[config.mk]
export PLATFORM = sky130hd
export DESIGN_NAME = count_ctrl_flat
export DESIGN_NICKNAME = d
export VERILOG_FILES = /design/src/rtl/count_ctrl_if.sv /design/src/rtl/count_ctrl.sv /design/src/flat_wrapper.sv
export SDC_FILE = /design/constraint.sdc
export NUM_CORES = 1
export LEC_CHECK = 0
export CORE_UTILIZATION = 56
export DETAILED_ROUTE_END_ITERATION = 8
export GPL_TIMING_DRIVEN = 0
export PLACE_DENSITY = 0.79
export SKIP_LAST_GASP = 1
export SYNTH_ARGS = -nofsm -noshare
export SYNTH_HDL_FRONTEND = slang
export SYNTH_SLANG_ARGS = --single-unit
[constraint.sdc]
create_clock -name clk -period 1.96 [get_ports clk]
set_input_delay 0.588 -clock clk [delete_from_list [all_inputs] [get_ports clk]]
set_output_delay 0.588 -clock clk [all_outputs]
set_load 0.005 [all_outputs]
[src/rtl/count_ctrl_if.sv]
// Pushbutton-side bundle between the button front end and count_ctrl.
// The slave side is the control stage; the master side drives raw buttons.
interface count_ctrl_if;
    logic step_btn;
    logic dir_btn;
    logic auto_en;
    logic count;
    logic inc;
    logic mode;

    modport master (
        output step_btn,
        output dir_btn,
        output auto_en,
        input  count,
        input  inc,
        input  mode
    );

    modport slave (
        input  step_btn,
        input  dir_btn,
        input  auto_en,
        output count,
        output inc,
        output mode
    );
endinterface

[src/rtl/count_ctrl.sv]
// Button front end for the 3-bit up/down counter: synchronise, debounce and
// edge-detect the step/dir buttons, and generate periodic steps in auto mode.
module count_ctrl #(
    parameter int unsigned DB_CYCLES = 4,
    parameter int unsigned DB_W      = 3,
    parameter int unsigned AUTO_DIV  = 8,
    parameter int unsigned DIV_W     = 4
) (
    input logic         clk,
    input logic         set,
    count_ctrl_if.slave bus
);

    typedef enum logic [0:0] {StManual, StAuto} mode_e;

    localparam logic [DB_W-1:0]  DbLast  = DB_W'(DB_CYCLES - 1);
    localparam logic [DIV_W-1:0] DivLast = DIV_W'(AUTO_DIV - 1);

    // Bit 0 is the step button, bit 1 the direction button.
    logic [1:0]           btn_raw;
    logic [1:0]           btn_s1_q;
    logic [1:0]           btn_s2_q;
    logic [1:0]           stable_q;
    logic [1:0]           stable_d;
    logic [1:0]           dly_q;
    logic [1:0][DB_W-1:0] db_cnt_q;
    logic [1:0][DB_W-1:0] db_cnt_d;

    logic                 auto_s1_q;
    logic                 auto_s2_q;
    mode_e                state_q;
    mode_e                state_d;
    logic [DIV_W-1:0]     presc_q;
    logic [DIV_W-1:0]     presc_d;
    logic                 count_q;
    logic                 count_d;
    logic                 inc_q;
    logic                 inc_d;
    logic                 step_evt;
    logic                 dir_evt;

    assign btn_raw  = {bus.dir_btn, bus.step_btn};
    assign step_evt = stable_q[0] & ~dly_q[0];
    assign dir_evt  = stable_q[1] & ~dly_q[1];

    // A differing sample only flips the stable state once it has persisted
    // DB_CYCLES consecutive cycles; any agreeing sample restarts the count.
    always_comb begin
        stable_d = stable_q;
        db_cnt_d = '0;
        for (int i = 0; i < 2; i++) begin
            if (btn_s2_q[i] != stable_q[i]) begin
                if (db_cnt_q[i] == DbLast) begin
                    stable_d[i] = btn_s2_q[i];
                end else begin
                    db_cnt_d[i] = db_cnt_q[i] + 1'b1;
                end
            end
        end
    end

    always_comb begin
        state_d = state_q;
        presc_d = '0;
        count_d = 1'b0;
        inc_d   = inc_q ^ dir_evt;
        case (state_q)
            StManual: begin
                count_d = step_evt;
                if (auto_s2_q) begin
                    state_d = StAuto;
                end
            end
            StAuto: begin
                // Leaving auto clears the prescaler and suppresses any pulse.
                if (!auto_s2_q) begin
                    state_d = StManual;
                end else if (presc_q == DivLast) begin
                    count_d = 1'b1;
                end else begin
                    presc_d = presc_q + 1'b1;
                end
            end
            default: state_d = StManual;
        endcase
    end

    always_ff @(posedge clk) begin
        if (set) begin
            btn_s1_q  <= '0;
            btn_s2_q  <= '0;
            stable_q  <= '0;
            dly_q     <= '0;
            db_cnt_q  <= '0;
            auto_s1_q <= 1'b0;
            auto_s2_q <= 1'b0;
            state_q   <= StManual;
            presc_q   <= '0;
            count_q   <= 1'b0;
            inc_q     <= 1'b1;
        end else begin
            btn_s1_q  <= btn_raw;
            btn_s2_q  <= btn_s1_q;
            stable_q  <= stable_d;
            dly_q     <= stable_q;
            db_cnt_q  <= db_cnt_d;
            auto_s1_q <= bus.auto_en;
            auto_s2_q <= auto_s1_q;
            state_q   <= state_d;
            presc_q   <= presc_d;
            count_q   <= count_d;
            inc_q     <= inc_d;
        end
    end

    assign bus.count = count_q;
    assign bus.inc   = inc_q;
    assign bus.mode  = (state_q == StAuto);

endmodule

[src/flat_wrapper.sv]
// flat-port wrapper written by rule: the top's interface ports become plain ports
module count_ctrl_flat 
#(
    parameter int unsigned DB_CYCLES = 4,
    parameter int unsigned DB_W      = 3,
    parameter int unsigned AUTO_DIV  = 8,
    parameter int unsigned DIV_W     = 4
)
  (clk, set, bus_step_btn, bus_dir_btn, bus_auto_en, bus_count, bus_inc, bus_mode);
  count_ctrl_if bus_i ();
  input logic clk;
  input logic set;
  input wire logic [$bits(bus_i.step_btn)-1:0] bus_step_btn;
  input wire logic [$bits(bus_i.dir_btn)-1:0] bus_dir_btn;
  input wire logic [$bits(bus_i.auto_en)-1:0] bus_auto_en;
  output wire logic [$bits(bus_i.count)-1:0] bus_count;
  output wire logic [$bits(bus_i.inc)-1:0] bus_inc;
  output wire logic [$bits(bus_i.mode)-1:0] bus_mode;
  assign bus_i.step_btn = bus_step_btn;
  assign bus_i.dir_btn = bus_dir_btn;
  assign bus_i.auto_en = bus_auto_en;
  assign bus_count = bus_i.count;
  assign bus_inc = bus_i.inc;
  assign bus_mode = bus_i.mode;
  count_ctrl #(.DB_CYCLES(DB_CYCLES), .DB_W(DB_W), .AUTO_DIV(AUTO_DIV), .DIV_W(DIV_W)) u_core (.clk(clk), .set(set), .bus(bus_i));
endmodule
==> impl_metrics.tcl <==
set metrics [dict create \
    status "complete, no violations" \
    clkSinkCount 23 \
    cpPeakStageDelay_ps 520 \
    post_cts_buffers 0 \
    std_cell_rows 13 \
    startpoint "u_core.bus.mode$_SDFF_PP0_" \
    max_slew.worst_pin.slew_ps 404.2 \
    cts_hold_buffers 0 \
    nets 94 \
    die_h_um 39.82 \
    final_cell_mix "dfxtp_1, nor2b_1, nor2_1, clkdlybuf4s50_1, nor2_2" \
    synth_cell_type_count 17 \
    drc 0 \
    crit_chain "clkdlybuf4s50_1" \
    synth.cell_area_um2 800.8 \
    grt_max_degree 14 \
    grt_use_total_pct 15.10 \
    seq_area_frac_synth_pct 57.50 \
    p_total_mw 0.7112 \
    yosys.area.top_type "dfxtp_1" \
    area_delta_synth_final_pct 14.53 \
    cp.depth 1 \
    critical_path_peak_fanout 4 \
    firstDrtPassIters 3 \
    syn_inst 72 \
    path_clk_slew_ps 110 \
    fp.dieArea_um2 1585 \
    final.setup.tns_ps 0 \
    timing.rr.start "u_core.db_cnt_q[3]$_SDFF_PP0_" \
    rsz0062_at_grt "false" \
    syn_nets 82 \
    final_common_cell "dfxtp_1" \
    hold_viol_final 0 \
    core-area_um2 1318 \
    viasPerCell 4.724 \
    portBuffers 7 \
    hold_path_depth 1 \
    dp_hpwl_um 678.7 \
    die_x_um 39.82 \
    grt_pass1_vias 396 \
    critPathKind "flop to output port" \
    yosys.area.top_type_share_pct 57.50 \
    crit_path_end_kind "output port" \
    cp_num_buf_inv 1 \
    cp_top_family "buffers and inverters" \
    placed_area_um2 889.6 \
    pre_cts_ws_ps 219.3 \
    synth_area_leaders "dfxtp_1, ha_1, nor2b_1, nor2_2, xnor2_1" \
    ys_ff_latch 23 \
    setup_viol_count_final 0 \
    start_util_pct 60.78 \
    gp_congestion 0.6053 \
    final_area_um2 917.1 \
    max_freq_mhz 557.7 \
    drt_iter0_markers 1 \
    p_leak_nw 0.3483 \
    n_antenna_cell 0 \
    root_buffer "clkbuf_4" \
    max-clock-path-buffers 2 \
    vias 463 \
    ios 8 \
    period_needed_ps 1793 \
    yosys_warnings 0 \
    slew-limit-headroom_pct 73.06 \
    hold_class "flop to flop" \
    worstRegToRegCells 4 \
    fin_util_pct 69.61 \
    crit_arrival_ps 1210 \
    antenna_found_initial 0 \
    clock_latency_ps 310 \
    required_ps 1370 \
    grt_pass1_wl_um 1490 \
    maxCapViolCount 0 \
    routedWlPerCell_um 9.245 \
    htree_num_levels 1 \
    ant_nets 0 \
    post-route-period-util_pct 91.49 \
    gr-total-overflow 0 \
    fin_skew_ps 7.528 \
    slew_violations 0 \
    cts_buffers 3 \
    cp_slowest_cell "clkdlybuf4s50_1" \
    syn_area_per_cell_um2 11.12 \
    cp-start-kind "flop" \
    post-route-worst-setup-slack_ps 166.9 \
    ctsResizeCount 0 \
    irDropWorstVdd_mv 0.6331 \
    power_density_nw_per_um2 775.4 \
    cts_tree "yes" \
    drive_gt1_share_pct 16.87 \
    holdCritStartpoint "u_core.db_cnt_q[0]$_SDFF_PP0_" \
    wl_um 906 \
]
cell families after synthesis:
group	after synthesis	share of synthesized area (%)
compound gates	1	1.250
xor+xnor	5	5.469
fa+ha+maj	5	7.813
buf+inv	6	2.812
flops	23	57.50
mux	2	2.500
simple gates	30	22.66
cell type report:
class | instances | area, um^2
sequential | 23 | 460.4
fill | 105 | 400.4
multi-input combinational | 43 | 317.8
timing repair buffer | 7 | 70.07
clock buffer | 3 | 22.52
inverter | 5 | 18.77
tap | 15 | 18.77
clock inverter | 1 | 5.005
buffer | 1 | 3.754
cells in the mapped netlist:
library cell and instances:
nand2_1 1, nand2b_1 1, nand3b_1 1, inv_1 5, nor2b_2 2, or3_4 2
nand3_1 2, clkbuf_1 1, ha_1 5, dfxtp_1 23, xor2_1 1, nor2_1 7
nor2_2 6, xnor2_1 4, nor2b_1 8, a2bb2o_1 1, mux2i_1 2
registers in the layout, summed over array words and instances, names as in the netlist, 2 cells and up:
register and count:
u_core.stable_q 2, u_core.btn_s2_q 2, u_core.dly_q 2, u_core.btn_s1_q 2, u_core.db_cnt_q 6, u_core.presc_q 4
power breakdown:
part | internal, mW | switching, mW
logic | 0.0152 | 0.00937
clock network | 0.0762 | 0.132
registers | 0.475 | 0.00310
total | 0.566 | 0.145
final timing paths:
kind / endpoint / slack, ps
setup / recovery: bus_mode / 170
setup reg to reg: u_core.db_cnt_q[5]$_SDFF_PP0_ / 640
hold reg to reg: u_core.db_cnt_q[0]$_SDFF_PP0_ / 450
hold / removal: u_core.db_cnt_q[0]$_SDFF_PP0_ / 450
per-stage QoR:
| stage | std cells | hold slack [ps] |
|---|---|---|
| floorplan | 72 | 408.6 |
| global placement | 94 | 418.2 |
| detailed placement | 94 | 426.0 |
| CTS | 98 | 448.4 |
| global route | 98 | 462.3 |
| finish | 98 | 446.4 |
metal layers:
metal | track usage (%) | up-vias | part of all wire, %
li1 | - | 249 | -
met1 | 15.44 | 202 | 48
met2 | 24.18 | 7 | 45
met3 | 5.114 | 5 | 2.6
met4 | 12.93 | 0 | 4.3
met5 | 0 | - | 0
Power figures use the tool's default switching activity.
